==> src/rtl/spi_pkg.sv <==
// spi_pkg: shared defaults and FSM state encoding for the SPI register
// responder (spi_responder, spi_resp_sync).
//   DATA_W_DEF     data field width
//   ADDR_W_DEF     address field width
//   FRAME_BITS_DEF bits per frame: address, R/W bit, data
//   state_t        responder FSM states
package spi_pkg;

  localparam int DATA_W_DEF     = 16;
  localparam int ADDR_W_DEF     = 9;
  localparam int FRAME_BITS_DEF = ADDR_W_DEF + 1 + DATA_W_DEF;

  typedef enum logic [2:0] {
    IDLE,
    HDR,
    WDATA,
    RDATA,
    WAIT_SS
  } state_t;

endpackage

==> src/rtl/spi_resp_sync.sv <==
// spi_resp_sync: 2-flop synchronizers for the asynchronous SPI pins and
// edge detection on the synchronized sck and ss_n.
// Ports:
//   clk, rst          system clock, synchronous active-high reset
//   ss_n, sck, mosi   raw SPI pins from the initiator
//   mosi_s            synchronized mosi, aligned with the sck edge flags
//   sck_rise/sck_fall one-clk pulses on synchronized sck edges
//   ss_rise/ss_fall   one-clk pulses on synchronized ss_n edges
module spi_resp_sync (
  input  logic clk,
  input  logic rst,
  input  logic ss_n,
  input  logic sck,
  input  logic mosi,
  output logic mosi_s,
  output logic sck_rise,
  output logic sck_fall,
  output logic ss_rise,
  output logic ss_fall
);

  // [0] first flop, [1] synchronized value, [2] previous synchronized value
  logic [2:0] ss_q;
  logic [2:0] sck_q;
  logic [1:0] mosi_q;

  always_ff @(posedge clk) begin
    if (rst) begin
      ss_q   <= 3'b111;
      sck_q  <= 3'b000;
      mosi_q <= 2'b00;
    end else begin
      ss_q   <= {ss_q[1:0], ss_n};
      sck_q  <= {sck_q[1:0], sck};
      mosi_q <= {mosi_q[0], mosi};
    end
  end

  assign mosi_s   = mosi_q[1];
  assign sck_rise =  sck_q[1] & ~sck_q[2];
  assign sck_fall = ~sck_q[1] &  sck_q[2];
  assign ss_rise  =  ss_q[1]  & ~ss_q[2];
  assign ss_fall  = ~ss_q[1]  &  ss_q[2];

endmodule

==> src/rtl/spi_responder.sv <==
// spi_responder: SPI mode-0 target that turns each frame
// {addr, R/W (1 = write), data}, MSB first, into a register-file write
// strobe or read request. clk must run at least 8x sck.
// Optional build macro: SPI_RESP_FRAME_ERR_EN enables the frame_err abort
// pulse; without it frame_err is tied 0 (aborts still return to IDLE).
// Ports:
//   clk, rst          system clock, synchronous active-high reset
//   ss_n, sck, mosi   SPI pins from the initiator (asynchronous)
//   miso, miso_oe     serial read data and its tri-state enable
//   reg_addr          address of the last frame
//   reg_wdata         last written data
//   reg_we, reg_rd    one-clk write strobe / read request
//   reg_rdata         read data, valid one clk after reg_rd
//   frame_err         one-clk pulse when a frame is cut short by ss_n
//
// state   | meaning
// IDLE    | waiting for ss_n to fall
// HDR     | shifting in address and R/W bit
// WDATA   | shifting in write data
// RDATA   | shifting out read data on miso
// WAIT_SS | frame complete, ignoring sck until ss_n rises
module spi_responder
  import spi_pkg::*;
#(
  parameter int DATA_W     = DATA_W_DEF,
  parameter int ADDR_W     = ADDR_W_DEF,
  parameter int FRAME_BITS = ADDR_W + 1 + DATA_W
) (
  input  logic              clk,
  input  logic              rst,
  input  logic              ss_n,
  input  logic              sck,
  input  logic              mosi,
  output logic              miso,
  output logic              miso_oe,
  output logic [ADDR_W-1:0] reg_addr,
  output logic [DATA_W-1:0] reg_wdata,
  output logic              reg_we,
  output logic              reg_rd,
  input  logic [DATA_W-1:0] reg_rdata,
  output logic              frame_err
);

  localparam int CNT_W = $clog2(FRAME_BITS + 1);
  // Receive shifter only needs to hold the address, or all but the last
  // data bit (the last one is taken straight from mosi).
  localparam int SH_W  = (ADDR_W > DATA_W - 1) ? ADDR_W : DATA_W - 1;
  localparam logic [CNT_W-1:0] CNT_RW   = CNT_W'(ADDR_W);
  localparam logic [CNT_W-1:0] CNT_LAST = CNT_W'(FRAME_BITS - 1);

  logic mosi_s, sck_rise, sck_fall, ss_rise, ss_fall;

  spi_resp_sync u_sync (
    .clk      (clk),
    .rst      (rst),
    .ss_n     (ss_n),
    .sck      (sck),
    .mosi     (mosi),
    .mosi_s   (mosi_s),
    .sck_rise (sck_rise),
    .sck_fall (sck_fall),
    .ss_rise  (ss_rise),
    .ss_fall  (ss_fall)
  );

  state_t            state, state_nxt;
  logic [CNT_W-1:0]  cnt;
  logic [SH_W-1:0]   rx_sh;
  logic [DATA_W-1:0] tx_sh;
  logic              rd_d;
  logic              start, bit_rise, hdr_done, frame_done, tx_fall;

  always_ff @(posedge clk) begin
    if (rst) state <= IDLE;
    else     state <= state_nxt;
  end

  // ss_n rising wins over any sck edge seen in the same clk.
  always_comb begin
    state_nxt  = state;
    start      = 1'b0;
    bit_rise   = 1'b0;
    hdr_done   = 1'b0;
    frame_done = 1'b0;
    tx_fall    = 1'b0;
    if (ss_rise) begin
      state_nxt = IDLE;
    end else begin
      case (state)
        IDLE: begin
          if (ss_fall) begin
            start     = 1'b1;
            state_nxt = HDR;
          end
        end
        HDR: begin
          bit_rise = sck_rise;
          if (sck_rise && cnt == CNT_RW) begin
            hdr_done  = 1'b1;
            state_nxt = mosi_s ? WDATA : RDATA;
          end
        end
        WDATA, RDATA: begin
          bit_rise = sck_rise;
          tx_fall  = sck_fall && (state == RDATA);
          if (sck_rise && cnt == CNT_LAST) begin
            frame_done = 1'b1;
            state_nxt  = WAIT_SS;
          end
        end
        default: ;
      endcase
    end
  end

  always_ff @(posedge clk) begin
    if (rst) begin
      cnt       <= '0;
      rx_sh     <= '0;
      tx_sh     <= '0;
      rd_d      <= 1'b0;
      miso      <= 1'b0;
      miso_oe   <= 1'b0;
      reg_addr  <= '0;
      reg_wdata <= '0;
      reg_we    <= 1'b0;
      reg_rd    <= 1'b0;
    end else begin
      reg_we <= 1'b0;
      reg_rd <= 1'b0;
      rd_d   <= reg_rd;
      if (start) cnt <= '0;
      if (bit_rise) begin
        cnt   <= cnt + CNT_W'(1);
        rx_sh <= {rx_sh[SH_W-2:0], mosi_s};
      end
      if (hdr_done) begin
        reg_addr <= rx_sh[ADDR_W-1:0];
        if (!mosi_s) begin
          reg_rd  <= 1'b1;
          miso_oe <= 1'b1;
        end
      end
      // Register file answers one clk after reg_rd.
      if (rd_d && state == RDATA) tx_sh <= reg_rdata;
      if (tx_fall) begin
        miso  <= tx_sh[DATA_W-1];
        tx_sh <= {tx_sh[DATA_W-2:0], 1'b0};
      end
      if (frame_done) begin
        miso <= 1'b0;
        if (state == WDATA) begin
          reg_wdata <= {rx_sh[DATA_W-2:0], mosi_s};
          reg_we    <= 1'b1;
        end
      end
      if (ss_rise) begin
        miso    <= 1'b0;
        miso_oe <= 1'b0;
      end
    end
  end

`ifdef SPI_RESP_FRAME_ERR_EN
  always_ff @(posedge clk) begin
    if (rst) frame_err <= 1'b0;
    else     frame_err <= ss_rise && (state == HDR || state == WDATA || state == RDATA);
  end
`else
  assign frame_err = 1'b0;
`endif

endmodule
==> config.mk <==
export PLATFORM = sky130hd
export DESIGN_NAME = spi_responder
export DESIGN_NICKNAME = d
export VERILOG_FILES = /design/src/rtl/spi_pkg.sv /design/src/rtl/spi_resp_sync.sv /design/src/rtl/spi_responder.sv
export SDC_FILE = /design/constraint.sdc
export NUM_CORES = 1
export LEC_CHECK = 0
export ABC_AREA = 0
export CAP_MARGIN = 20
export CORE_MARGIN = 2
export CORE_UTILIZATION = 48
export DETAILED_ROUTE_END_ITERATION = 10
export GPL_TIMING_DRIVEN = 0
export PLACE_DENSITY = 0.76
export SKIP_LAST_GASP = 1
export SYNTH_ARGS = -nofsm -noshare
export SYNTH_HDL_FRONTEND = slang
export SYNTH_SLANG_ARGS = --single-unit
==> constraint.sdc <==
create_clock -name clk -period 1.57 [get_ports clk]
set_clock_uncertainty 0.1 [all_clocks]
set_input_delay 0.157 -clock clk [delete_from_list [all_inputs] [get_ports clk]]
set_output_delay 0.157 -clock clk [all_outputs]
set_load 0.01 [all_outputs]
==> impl_metrics.csv <==
group,metric,value,unit
routing,drt-initial-drc-count,97,
pwr,ir_drop,0.717,mV
finish,final_net_count,468,
yosys,synthesis.area,3160,sq um
placed_design,dpl.hpwl,4660,um
sta,layout_setup_ws,-0.222,ns
global_routing,gr-usage-all-layers,21.6,%
sta,timing.hold.ws,0.268,ns
yosys,synth_cell_types,44,
yosys,syn-num-nets,371,
sta,post-route-period-util,114,%
floorplan,coreArea,6350,sq um
routing,firstDrtPassIters,4,
global_routing,grt_pass1_wl,12600,um
pwr,power_density,768,nW/um^2
finish,layout_common_cells,"68 x dfxtp_1, 49 x clkdlybuf4s50_1, 29 x nand2_1, 29 x nor2_1, 27 x buf_4",
routing,drc_errors,0,
finish,num-fill-cells,432,
critical_path,critPathMaxFanout,5,
cts,clk_latency,0.34,ns
cts,clock-root-buffer,"clkbuf_8",
pwr,p_leak,0.00167,uW
placed_design,place.gp.congestion,0.838,
critical_path,crit_type,"flip-flop to flip-flop",
sta,final_hold_viol_count,0,
yosys,synth_flop_cell,"dfxtp_1",
sta,final.setup.tns,-4.94,ns
cts,clock_sink_count,77,
cts,cts_inserted_buffers,9,
finish,antenna_cells,0,
finish,syn_to_final_growth,45.3,%
floorplan,ios,51,
yosys,synth_seq_cells,77,
sta,relSlewSlack,60.9,%
global_routing,grt_overflow,0,
cts,hold_buffers,0,
yosys,ys_seq_area_share,48.7,%
critical_path,endpoint_kind,"flip-flop",
cts,clockBufferDepth,2,
yosys,async_reset_ff_share,0,%
cts,cts_tree,"yes",
global_routing,antenna_found_initial,0,
critical_path,start_kind,"flip-flop",
floorplan,die_height,85.2,um
sta,maxSlewViolCount,0,
global_routing,grt_start_max_net_pins,16,
min_path,min_path_type,"input port to flip-flop",
floorplan,start_util,49.8,%
sta,tightest_slew,0.587,ns
flow_run,cap_violations,0,
finish,utilization,72.4,%
floorplan,placementRows,29,
sta,fin_crit,1.79,ns
routing,vias_per_cell,5.37,
placed_design,port_buffers,49,
yosys,synth_edf_count,0,
routing,wl_per_cell,15.7,um
finish,mostFrequentLayoutCell,"dfxtp_1",
yosys,synth.avg_cell_area,9.09,sq um
cts,htree_levels,3,
routing,wirelength,8280,um
run_status,outcome,"finished with violations",
floorplan,die_x,85.2,um
critical_path,required,1.70,ns
critical_path,worstPathArrival,1.92,ns
sta,max_freq,558,MHz
floorplan,dieArea,7260,sq um
yosys,synth_cells,348,
run_status,violations,"negative setup slack",
sta,rsz0062_at_grt,"true",
placed_design,preCtsSetupSlack,-0.500,ns
routing,ant_nets,0,
pwr,fin_total_pwr,3530,uW
sta,final-setup-viol-count,56,
routing,vias,2831,
yosys,ys_warn_count,0,
global_routing,grt_pass1_vias,2768,
finish,drive_gt1_share,28.7,%
cts,clk_pin_slew,0.08,ns
synthesized netlist by cell type (all sizes together) (2+ instances only):
| library cell | number | share of area (%) |
|---|---|---|
| buf | 12 | 2.6 |
| nand2 | 35 | 4.2 |
| nand3 | 17 | 2.7 |
| a31oi | 2 | 0.40 |
| nor2b | 9 | 2.0 |
| and2 | 2 | 0.40 |
| inv | 16 | 1.9 |
| nand3b | 2 | 0.47 |
| clkbuf | 15 | 1.8 |
| a21oi | 18 | 2.8 |
| dfxtp | 77 | 49 |
| o211ai | 3 | 0.71 |
| mux2i | 26 | 8.2 |
| or2 | 3 | 0.59 |
| ha | 2 | 0.79 |
| or3 | 3 | 0.59 |
| o21a | 2 | 0.47 |
| nor3 | 3 | 0.47 |
| o21ai | 19 | 3.4 |
| nand4 | 2 | 0.40 |
| nor2 | 31 | 3.8 |
| a221oi | 16 | 4.4 |
| nand2b | 18 | 3.8 |
repair_timing:
item | 4_1_cts | 5_1_grt
pin swaps | 14 | 18
buffers inserted | 23 | 16
setup endpoints to repair | 64 | 66
gates cloned | 3 | 2
gates resized for setup | 46 | 44
per-stage QoR:
step / cell area (sq um) / instances
floorplan: 3260 / 348
global placement: 3850 / 474
detailed placement: 3850 / 474
CTS: 4410 / 514
global route: 4600 / 527
finish: 4600 / 527
area by class of cell:
cell class / instances / area (sq um) / share of cell area, %
multi-input cells: 228 / 1630 / 35.4
well taps: 77 / 96.3 / 2.10
inverters: 16 / 60.1 / 1.31
clock buffers: 9 / 124 / 2.69
clock inverters: 7 / 57.6 / 1.25
flip-flops and latches: 77 / 1560 / 34.0
plain buffers: 22 / 165 / 3.59
repair buffers: 91 / 905 / 19.7
cell families (layout without fill, tap and decap cells):
logic type               count (synthesis)  count (layout)  share of synthesized area [%]
flip-flops                              77              77                           48.7
AO/OA/AOI/OAI                           65              65                           13.6
AND/OR/NAND/NOR                        134             134                           22.3
other                                    1               1                          0.119
buffers and inverters                   43             145                           6.29
multiplexers                            26              26                           8.22
adder cells (fa/ha/maj)                  2               2                          0.791
critical path: stages, from the launching register on:
cell and delay, ns:
dfxtp_2 0.34, inv_2 0.08, ha_4 0.13, and4b_1 0.23
and4_1 0.22, buf_6 0.15, buf_12 0.13, mux2i_1 0.23
nor2_1 0.08
registers in the layout, summed over array words and instances, names as in the netlist, 2 cells and up:
register and cells:
rx_sh 15, cnt 5, tx_sh 16, state 3, u_sync.mosi_q 2, u_sync.ss_q 3, reg_addr 9, reg_wdata 16
u_sync.sck_q 3
worst paths after layout:
check	startpoint	end	slack (ns)	depth (start not counted)
worst max-delay path	cnt[1]$_SDFFE_PP0P_	reg_wdata[15]$_SDFFE_PP0P_	-0.22	8
worst min-delay path	sck	u_sync.sck_q[0]$_SDFF_PP0_	0.27	2
worst max register to register	cnt[1]$_SDFFE_PP0P_	reg_wdata[15]$_SDFFE_PP0P_	-0.22	8
worst min register to register	u_sync.ss_q[0]$_SDFF_PP1_	u_sync.ss_q[1]$_SDFF_PP1_	0.30	1
layer usage:
metal  vias to the layer above  routed length [um]  track usage (%)  share of wire [%]
met5                         -                   0                0                  0
met2                        98                4170             38.1                 50
met3                        22                 377             4.38                4.6
li1                       1390                   -                -                  -
met4                         0                 234             8.95                2.8
met1                      1321                3500             25.6                 42
power by group:
| part | total [uW] | internal (uW) | switching [uW] |
|---|---|---|---|
| Combinational | 203 | 108 | 94.6 |
| Sequential | 1970 | 1960 | 8.30 |
| Clock | 1360 | 589 | 773 |
| Total | 3530 | 2650 | 876 |
Note: power is estimated with default switching activity, not from simulation.
